## src/rtl/instr_fetch_pkg.sv

```systemverilog
// Shared definitions for the instruction fetch stage: opcodes, widths, default NOP and the fetch state enum.
package instr_fetch_pkg;

    localparam int PC_W    = 12;
    localparam int INSTR_W = 16;

    localparam logic [3:0] OP_GOTO = 4'hA;
    localparam logic [3:0] OP_CALL = 4'hB;
    localparam logic [3:0] OP_RET  = 4'hC;

    localparam logic [INSTR_W-1:0] NOP_WORD_DEFAULT = 16'h0000;

    typedef enum logic [1:0] {
        ST_FILL,
        ST_RUN,
        ST_PAUSED,
        ST_HALT
    } fetch_state_t;

    function automatic logic [3:0] opcode_of(input logic [INSTR_W-1:0] instr);
        return instr[15:12];
    endfunction

endpackage

```

## src/rtl/instr_fetch_cf_predecode.sv

```systemverilog
// Combinational control-flow predecode of the fetched instruction word (goto / call / ret).
module cf_predecode
    import instr_fetch_pkg::*;
(
    input  logic [INSTR_W-1:0] instr,
    input  logic               valid,
    output logic               goto,
    output logic               call,
    output logic               ret,
    output logic [PC_W-1:0]    goto_addr
);

    // A call is a goto that also pushes the return address, so it raises both.
    always_comb begin
        goto      = 1'b0;
        call      = 1'b0;
        ret       = 1'b0;
        goto_addr = instr[PC_W-1:0];
        if (valid) begin
            case (opcode_of(instr))
                OP_GOTO: goto = 1'b1;
                OP_CALL: begin
                    goto = 1'b1;
                    call = 1'b1;
                end
                OP_RET:  ret = 1'b1;
                default: ;
            endcase
        end
    end

endmodule

```

## src/rtl/instr_fetch.sv

```systemverilog
// Two-stage instruction fetch (address register, output register) with control-flow predecode.
// Optional feature: define FETCH_BOUNDS_EN to squash out-of-range fetches and raise a sticky fetch_error.
module instr_fetch
    import instr_fetch_pkg::*;
#(
    parameter int                 IMEM_DEPTH = 4096,
    parameter logic [INSTR_W-1:0] NOP_WORD   = NOP_WORD_DEFAULT
) (
    input  logic               clk,
    input  logic               reset,
    input  logic               pause,
    input  logic               stopped,
    input  logic [PC_W-1:0]    pc_in,
    input  logic               kill,
    output logic [PC_W-1:0]    imem_addr,
    output logic               imem_ren,
    input  logic [INSTR_W-1:0] imem_rdata,
    output logic [INSTR_W-1:0] instr_out,
    output logic [PC_W-1:0]    instr_pc,
    output logic               instr_valid,
    output logic               goto,
    output logic               call,
    output logic               ret,
    output logic [PC_W-1:0]    goto_addr,
    output logic               fetch_error
);

    fetch_state_t    state;
    fetch_state_t    state_next;
    logic            capture;
    logic [PC_W-1:0] f1_pc;
    logic            f1_valid;
    logic            drop;

    assign imem_addr = pc_in;

    always_ff @(posedge clk) begin
        if (reset) begin
            state <= ST_FILL;
        end else begin
            state <= state_next;
        end
    end

    // The cycle that releases a pause is already a normal fetch cycle, so the word held
    // in imem_rdata during the pause is captured then and nothing is lost or repeated.
    always_comb begin
        state_next = state;
        imem_ren   = 1'b0;
        capture    = 1'b0;
        if (stopped) begin
            state_next = ST_HALT;
        end else begin
            case (state)
                ST_FILL: begin
                    if (!pause) begin
                        imem_ren   = 1'b1;
                        state_next = ST_RUN;
                    end
                end
                ST_RUN, ST_PAUSED: begin
                    if (pause) begin
                        state_next = ST_PAUSED;
                    end else begin
                        imem_ren   = 1'b1;
                        capture    = 1'b1;
                        state_next = ST_RUN;
                    end
                end
                ST_HALT: ;
                default: state_next = ST_FILL;
            endcase
        end
    end

    // The read issued during FILL returns stale data, so its slot is never marked valid.
    always_ff @(posedge clk) begin
        if (reset) begin
            f1_pc    <= '0;
            f1_valid <= 1'b0;
        end else if (imem_ren) begin
            f1_pc    <= pc_in;
            f1_valid <= (state != ST_FILL);
        end
    end

`ifdef FETCH_BOUNDS_EN
    logic out_of_range;

    assign out_of_range = f1_valid && ({20'd0, f1_pc} >= $unsigned(IMEM_DEPTH));
    assign drop         = out_of_range;

    always_ff @(posedge clk) begin
        if (reset) begin
            fetch_error <= 1'b0;
        end else if (capture && out_of_range) begin
            fetch_error <= 1'b1;
        end
    end
`else
    assign drop        = 1'b0;
    assign fetch_error = 1'b0;
`endif

    // A squashed slot still records its address so downstream can see which fetch was dropped.
    always_ff @(posedge clk) begin
        if (reset) begin
            instr_out   <= NOP_WORD;
            instr_pc    <= '0;
            instr_valid <= 1'b0;
        end else if (stopped || state == ST_HALT) begin
            instr_valid <= 1'b0;
        end else if (capture) begin
            instr_pc <= f1_pc;
            if (kill || drop) begin
                instr_out   <= NOP_WORD;
                instr_valid <= 1'b0;
            end else begin
                instr_out   <= imem_rdata;
                instr_valid <= f1_valid;
            end
        end
    end

    cf_predecode u_predecode (
        .instr     (instr_out),
        .valid     (instr_valid),
        .goto      (goto),
        .call      (call),
        .ret       (ret),
        .goto_addr (goto_addr)
    );

endmodule

```

## config.mk

```make
export PLATFORM = sky130hd
export DESIGN_NAME = instr_fetch
export DESIGN_NICKNAME = d
export VERILOG_FILES = /design/src/rtl/instr_fetch_pkg.sv /design/src/rtl/instr_fetch_cf_predecode.sv /design/src/rtl/instr_fetch.sv
export SDC_FILE = /design/constraint.sdc
export NUM_CORES = 1
export LEC_CHECK = 0
export ABC_CLOCK_PERIOD_IN_PS = 2200
export BUFFER_PORTS_ARGS = -buffer_cell sky130_fd_sc_hd__buf_2
export CAP_MARGIN = 10
export CORE_ASPECT_RATIO = 1.75
export CORE_MARGIN = 8
export CORE_UTILIZATION = 45
export DETAILED_ROUTE_END_ITERATION = 8
export PLACE_DENSITY = 0.78
export SLEW_MARGIN = 20
export SYNTH_ARGS = -nofsm -noshare
export SYNTH_HDL_FRONTEND = slang
export SYNTH_SLANG_ARGS = --single-unit
```

## constraint.sdc

```tcl
create_clock -name clk -period 2.2 [get_ports clk]
set_clock_uncertainty 0.15 [all_clocks]
set_input_delay 0.33 -clock clk [delete_from_list [all_inputs] [get_ports clk]]
set_output_delay 0.33 -clock clk [all_outputs]
set_load 0.1 [all_outputs]
```

==> qor.yml, run 1 <==
status:
  status: "completed"
drt:
  drt_wl_total_um: 4770
  routed-via-count: 1677
  routedWlPerCell_um: 13.9
  firstDrtPassIters: 4
  drcViolationCount: 0
  ant_nets: 0
  via_per_inst: 4.88
  drtIter0Drc: 55
finish:
  drive_above_1_share_pct: 40.0
  mostFrequentLayoutCell: "buf_2"
  syn2layout_area_growth_pct: 24.9
  seqCellArea_um2: 893
  fin_nets: 329
  postLayoutCoreUtil_pct: 58.1
  final_cell_mix: "buf_2, nand2_1, a21oi_1"
  nFillCells: 411
  n_antenna_cell: 0
  multi_input_area_um2: 781
place:
  portBuffers: 89
  hpwl_um: 3600
  gp_congestion: 0.790
  post-place-ws_ns: 0.243
critical_path:
  crit_path_end_kind: "output port"
  worst-setup-path-type: "flop to output port"
  crit_arrival_ns: 1.59
  critical_path.max_fanout: 5
  critical_path_required_ns: 1.72
  critPathLaunchType: "flop"
logic_synthesis:
  synth_top_family_by_area: "simple AND/OR/NAND/NOR gates"
  synthSimpleGateAreaFrac_pct: 24.3
  syn_nets: 263
  yosys.area_share.adder_pct: 1.31
  synth_xor_area_share_pct: 0
  syn_inst: 228
  ys_seq_elements: 44
  syn_area_per_cell_um2: 8.39
  synthMuxAreaShare_pct: 0.523
  synth_seq_area_share_pct: 46.0
  yosysWarningCount: 0
  netlist_area_mm2: 0.00191
  synth_compound_area_share_pct: 12.4
  yosysUniqueCellTypes: 26
clocking:
  cts_tree: "done"
  cts_made_buffers: 5
  htree_levels: 2
  cts-root-buf: "clkbuf_8"
  clk_pin_slew_ns: 0.09
  cts.path.max_buffers: 2
  clock-sinks: 44
  clock_latency_ns: 0.29
  postCtsHoldBufs: 0
sta:
  rsz0062_at_grt: "no"
  hold_viol_final: 0
  layout_worst_path_cycle_share_pct: 94.2
  finalCriticalPeriod_ns: 2.07
  slew_headroom_pct: 47.6
  finalSetupTns_ns: 0
  drv_slew: 0
  setup_slack_ns: 0.128
  fmax_mhz: 483
  setup_viol: 0
  worstMarginPinSlew_ns: 0.787
global_routing:
  grtUsageTotal_pct: 14.4
  grt-ovfl-total: 0
  grt_max_degree: 45
  antenna_found_initial: 0
  first_global_vias: 1683
  grt_pass1_wl_um: 7710
power:
  p_leak_nw: 1.07
  powerDensity_mw_per_mm2: 783
  vdd_drop_max_v: 0.000588
  power_mw: 1.87
floorplanning:
  initial_core_util_pct: 46.5
  io_pins: 91
  die_area_mm2: 0.00668
  die-height_um: 102
  coreArea_mm2: 0.00411
  die_w_um: 65.3
  rows: 31
run:
  maxCapViolCount: 0
min_path:
  hold_path_class: "primary input to flop"
## per-layer routing
metal | track usage [%] | vias to the layer above | share of wire (%)
li1 | - | 854 | -
met1 | 13.9 | 759 | 38
met2 | 26.3 | 57 | 53
met3 | 4.94 | 7 | 6.6
met4 | 6.76 | 0 | 2.0
met5 | 0 | - | 0
## repair_timing
item | CTS | global route
pin swaps | 0 | 1
resized for setup | 1 | 1
setup endpoints to repair | 1 | 1
buffers inserted | 1 | 2
## layout make-up
| cell class | count | area share, % |
|---|---|---|
| flip-flops and latches | 44 | 37.4 |
| multi-input cells | 142 | 32.7 |
| repair buffers | 97 | 21.8 |
| clock buffers | 5 | 2.88 |
| well taps | 49 | 2.57 |
| clock inverters | 3 | 1.89 |
| inverters | 4 | 0.786 |
## power by group
group	switching, mW	total [mW]	leakage (nW)	internal, mW
Sequential	0.0157	0.834	0.360	0.819
Clock	0.279	0.621	0.0591	0.343
Combinational	0.319	0.413	0.655	0.0948
Total	0.613	1.87	1.07	1.26
## cell usage after synthesis (all sizes together)
library cell	number	area, um^2
o22ai	1	6.26
a211oi	1	7.51
nor4	1	6.26
nor3b	2	15.0
and2	1	6.26
buf	33	256
clkbuf	5	18.8
mux2i	1	10.0
or4b	1	10.0
o21ba	1	10.0
nor2	1	3.75
nor2b	2	12.5
a21oi	41	205
nor4b	2	32.5
nand3b	16	120
dfxtp	44	881
or3	1	11.3
inv	4	15.0
o221ai	1	8.76
ha	2	25.0
nand2	66	248
conb	1	3.75
## kinds of logic (layout without fill, tap and decap cells)
group / Yosys count / in the layout
buf+inv: 42 / 109
other cells: 1 / 1
mux: 1 / 1
simple gates: 93 / 93
compound gates: 45 / 45
fa+ha+maj: 2 / 2
flops: 44 / 44
## critical path, cell delays in order (launching register included)
cell,delay (ns)
dfxtp_1,0.34
ha_2,0.22
or3_4,0.43
clkinvlp_4,0.12
buf_12,0.17
## flip-flops by register name, indices dropped and copies added (netlist names)
name         count
state            2
f1_valid         1
f1_pc           12
instr_valid      1
instr_out       16
instr_pc        12
## metrics by stage
| stage | cells | hold slack, ns | instance area [um^2] |
|---|---|---|---|
| final | 344 | 0.118 | 2390 |
| after global routing | 344 | 0.111 | 2390 |
| after CTS | 342 | 0.108 | 2370 |
| after detailed placement | 333 | 0.293 | 2250 |
| after global placement | 333 | 0.287 | 2250 |
| after floorplan | 228 | 0.249 | 1960 |
## path summary, 6_finish.rpt
kind | slack [ns] | cells past startpoint | to | start
hold / removal | 0.12 | 3 | f1_pc[6] | pc_in[6]
setup reg to reg | 0.23 | 6 | instr_out[9] | state[0]
setup / recovery | 0.13 | 4 | imem_ren | state[0]
hold reg to reg | 0.30 | 2 | instr_pc[11] | instr_pc[11]
(Power assumes the default switching activity.)
==> run 2: changes to the inputs <==
Settings changed: CELL_PAD_IN_SITES_DETAIL_PLACEMENT from default to 1, CELL_PAD_IN_SITES_GLOBAL_PLACEMENT from default to 1, CORE_UTILIZATION 45 to 32, PLACE_DENSITY 0.78 to default, PLACE_DENSITY_LB_ADDON from default to 0.1.
==> run 2 against run 1 <==
Against the previous run:
- combinational power about the same
- count of clock-buffer cells in the layout grew 1
- non-clock buffer count stayed put
- sequential share of layout area fell by 0.43 points
- critical path depth stayed put
- worst setup slack worse by 0.0053 ns
- utilization down 17 points
- global-route usage down 2.1 points
- cell area increased by 1.2%
==> qor.yml, run 2 (synthesized netlist as in run 1, its figures left out) <==
critical_path:
  r2r_cells: 6
  crit_path_end_kind: "output port"
  critical_path.max_fanout: 5
  critPathLaunchType: "flop"
  worstPathCellList: "ha_1 > or3_4 > clkinvlp_4 > buf_12"
  worst-setup-path-type: "flop to output port"
  crit_arrival_ns: 1.60
  slowest_stage: "or3_4"
  critical_path_required_ns: 1.72
  max_stage_delay_ns: 0.37
place:
  hpwl_um: 4030
  portBuffers: 89
  dp.cells: 365
  gp_congestion: 0.672
  dpl_cell_area_mm2: 0.00230
finish:
  drive_above_1_share_pct: 39.3
  top_regs: "instr_out (16), f1_pc (12), instr_pc (12)"
  top_register: "instr_out"
  final_cell_mix: "buf_2, nand2_1, a21oi_1"
  syn2layout_area_growth_pct: 26.3
  mostFrequentLayoutCell: "buf_2"
  largest_reg_flops: 16
  nFillCells: 769
  n_antenna_cell: 0
  fin_area_mm2: 0.00242
  fin_cells: 373
  fin_nets: 329
drt:
  drtIter0Drc: 48
  drt_wl_total_um: 5310
  routed-via-count: 1688
  ant_nets: 0
  firstDrtPassIters: 3
  drcViolationCount: 0
  via_per_inst: 4.53
  routedWlPerCell_um: 14.2
global_routing:
  grt_pass1_wl_um: 8710
  first_global_vias: 1819
  grt_max_degree: 24
  grt-ovfl-total: 0
  antenna_found_initial: 0
  grtUsageTotal_pct: 12.3
clocking:
  postCtsHoldBufs: 0
  htree_levels: 2
  cts_tree: "done"
  cts_made_buffers: 5
  clock_latency_ns: 0.29
  clk_pin_slew_ns: 0.08
  cts-root-buf: "clkbuf_8"
  cts.path.max_buffers: 2
  clock-sinks: 44
floorplanning:
  coreArea_mm2: 0.00583
  die_area_mm2: 0.00881
  die-height_um: 118
  rows: 37
  die_w_um: 74.5
  initial_core_util_pct: 32.8
  io_pins: 91
sta:
  finalSetupTns_ns: 0
  finalCriticalPeriod_ns: 2.08
  hold_viol_final: 0
  fmax_mhz: 481
  drv_slew: 0
  layout_worst_path_cycle_share_pct: 94.4
  setup_viol: 0
  rsz0062_at_grt: "no"
min_path:
  hold_depth: 3
  hold_path_class: "primary input to flop"
power:
  p_leak_nw: 1.07
  vdd_drop_max_v: 0.000363
  power_mw: 1.85
  powerDensity_mw_per_mm2: 765
run:
  maxCapViolCount: 0
status:
  status: "completed"
-- run 2: metal layers --
metal  part of all wire [%]  vias up  global-route usage, %
met1                     40      768                   12.7
met4                    1.6        0                   5.19
met2                     49       62                   21.4
met5                      0        -                      0
li1                       -      852                      -
met3                    9.0        6                   4.06
-- run 2: through the flow --
stage | setup slack (ns) | utilization [%] | hold WS [ns]
floorplan | -0.286 | - | 0.249
global placement | 0.346 | 39.5 | 0.288
detailed placement | 0.304 | 39.5 | 0.297
CTS | 0.0177 | 41.4 | 0.121
global route | 0.0463 | 41.4 | 0.138
finish | 0.123 | 41.4 | 0.130
-- run 2: timing repair --
item                       CTS  global route
setup endpoints to repair    0             1
gates resized for setup      0             1
buffers inserted             0             0
-- run 2: final cells by class --
class	instances	area, um^2	area share [%]
Inverter	4	18.8	0.777
Tap cell	78	97.6	4.04
Clock inverter	2	35.0	1.45
Clock buffer	6	72.6	3.00
Sequential cell	44	893	37.0
Multi-Input combinational cell	142	778	32.2
Timing Repair Buffer	97	520	21.5
-- run 2: power breakdown --
part           switching [mW]  total, mW  internal [mW]
logic                   0.320      0.414         0.0940
registers              0.0156      0.834          0.819
clock network           0.264      0.601          0.337
-- run 2: final timing paths --
path         startpoint     endpoint  slack, ns
max            state[0]     imem_ren       0.12
min            pc_in[8]     f1_pc[8]       0.13
max reg2reg    state[0]  instr_pc[1]       0.30
min reg2reg    f1_pc[9]  instr_pc[9]       0.30
-- run 2: worst max-delay path: cells and delay by family (launching register included) --
family                     cells  cell delay (ns)
adders and majority gates      1             0.27
buffers and inverters          2             0.32
DFF                            1             0.34
and+or+nand+nor                1             0.37
==> run 3: changes to the inputs <==
Settings changed: REMOVE_ABC_BUFFERS from default to 1.
==> run 3 against run 2 <==
Against the previous run:
- sequential share of layout area increased by 0.59 points
- total power increased by 0.17%
- worst setup slack improved by 0.021 ns
- combinational power decreased by 1%
- utilization decreased by 1.2 points
==> qor.yml, run 3 (synthesized netlist as in run 1, its figures left out) <==
sta:
  setup_slack_ns: 0.144
  hold_viol_final: 0
  setup_viol: 0
  rsz0062_at_grt: "no"
  layout_worst_path_cycle_share_pct: 93.5
  fmax_mhz: 486
  finalSetupTns_ns: 0
  drv_slew: 0
  finalCriticalPeriod_ns: 2.06
place:
  dp.cells: 362
  post-place-ws_ns: 0.269
  portBuffers: 89
  hpwl_um: 3770
  gp_congestion: 0.741
drt:
  routed-via-count: 1692
  drtIter0Drc: 56
  drcViolationCount: 0
  ant_nets: 0
  firstDrtPassIters: 4
  via_per_inst: 4.57
  drt_wl_total_um: 5290
  routedWlPerCell_um: 14.3
finish:
  nFillCells: 761
  top_register: "instr_out"
  fin_cells: 370
  final_cell_mix: "buf_2, nand2_1, dfxtp_1"
  drive_above_1_share_pct: 36.0
  largest_reg_flops: 16
  fin_nets: 326
  top_regs: "instr_out (16), f1_pc (12), instr_pc (12)"
  syn2layout_area_growth_pct: 22.6
  n_antenna_cell: 0
  mostFrequentLayoutCell: "buf_2"
global_routing:
  grt_pass1_wl_um: 8370
  antenna_found_initial: 0
  grt_max_degree: 45
  grtUsageTotal_pct: 12.0
  grt-ovfl-total: 0
  first_global_vias: 1758
power:
  powerDensity_mw_per_mm2: 790
  power.internal_mw: 1.25
  clockPowerShare_pct: 32.7
  p_comb_share_pct: 22.2
  vdd_drop_max_v: 0.000331
  seqPwrFrac_pct: 45.1
  switchingPower_mw: 0.604
  power_mw: 1.85
  switching_share_pct: 32.6
  p_leak_nw: 1.04
clocking:
  cts_made_buffers: 5
  clk_pin_slew_ns: 0.08
  cts-root-buf: "clkbuf_8"
  postCtsHoldBufs: 0
  clock_latency_ns: 0.30
  clock-sinks: 44
  cts.path.max_buffers: 2
  cts_tree: "done"
  htree_levels: 2
floorplanning:
  io_pins: 91
  rows: 37
  initial_core_util_pct: 32.8
  die_w_um: 74.5
  die-height_um: 118
  coreArea_mm2: 0.00583
  die_area_mm2: 0.00881
critical_path:
  critical_path_required_ns: 1.72
  slowest_stage: "or3_4"
  crit_arrival_ns: 1.58
  worstPathBufferInverterCount: 2
  crit_family: "simple AND/OR/NAND/NOR gates"
  critPathLaunchType: "flop"
  rrSetupSlack_ns: 0.26
  r2r-end: "instr_out[7]"
  crit_path_end_kind: "output port"
  r2r_cells: 6
  worst-setup-path-type: "flop to output port"
  timing.rr.start: "state[1]"
  worstPathCellList: "ha_1 > or3_4 > clkinvlp_4 > buf_12"
  critical_path.max_fanout: 5
  max_stage_delay_ns: 0.37
min_path:
  hold_end: "f1_pc[0]"
  hold_path_class: "primary input to flop"
  hold_depth: 3
  min_from: "pc_in[0]"
status:
  status: "completed"
run:
  maxCapViolCount: 0
## run 3: worst min-delay path: cells and delay by family
family,cells,cell delay [ns]
AO/OA/AOI/OAI,1,0.05
buffers and inverters,1,0.10
AND/OR/NAND/NOR,1,0.05
## run 3: final cells by class
| cell class | instances | area [um^2] | share of cell area [%] |
|---|---|---|---|
| timing repair buffer | 94 | 498 | 21.2 |
| clock inverter | 2 | 35.0 | 1.49 |
| multi-input combinational | 142 | 742 | 31.6 |
| inverter | 4 | 18.8 | 0.800 |
| tap | 78 | 97.6 | 4.16 |
| sequential | 44 | 881 | 37.6 |
| clock buffer | 6 | 72.6 | 3.09 |
## run 3: routing by layer
layer	wire length, um	track usage, %	vias to the layer above	share of wire (%)
li1	-	-	846	-
met1	2120	12.7	770	40
met2	2520	20.0	70	48
met3	563	4.91	6	11
met4	77	4.81	0	1.5
met5	0	0	-	0
## run 3: worst max-delay path by stage
stage                        startpoint     endpoint  slack [ns]  cells after the start
after global routing           state[0]     imem_ren        0.05                      4
after CTS                      state[0]     imem_ren        0.05                      4
after global placement         state[0]  instr_pc[7]        0.31                      6
after floorplan           instr_out[15]         call       -2.64                      3
final                          state[0]     imem_ren        0.14                      4
after detailed placement       state[0]  instr_pc[1]        0.27                      6
## run 3: through the flow
step	utilization [%]	area [um^2]	hold WS [ns]
floorplan	-	1640	0.249
global placement	38.3	2230	0.288
detailed placement	38.3	2230	0.297
CTS	40.1	2340	0.112
global route	40.2	2340	0.115
finish	40.2	2340	0.123
## run 3: power by group through the flow
stage | clock, mW | combinational [mW] | sequential, mW
floorplan | 0 | 0.0979 | 0.965
global placement | 0 | 0.412 | 0.854
detailed placement | 0 | 0.413 | 0.855
CTS | 0.640 | 0.414 | 0.836
global route | 0.672 | 0.434 | 0.841
finish | 0.606 | 0.410 | 0.836
## run 3: timing repair
item	in CTS	in global routing
setup endpoints to repair	0	1
buffers inserted	0	0
resized for setup	0	1
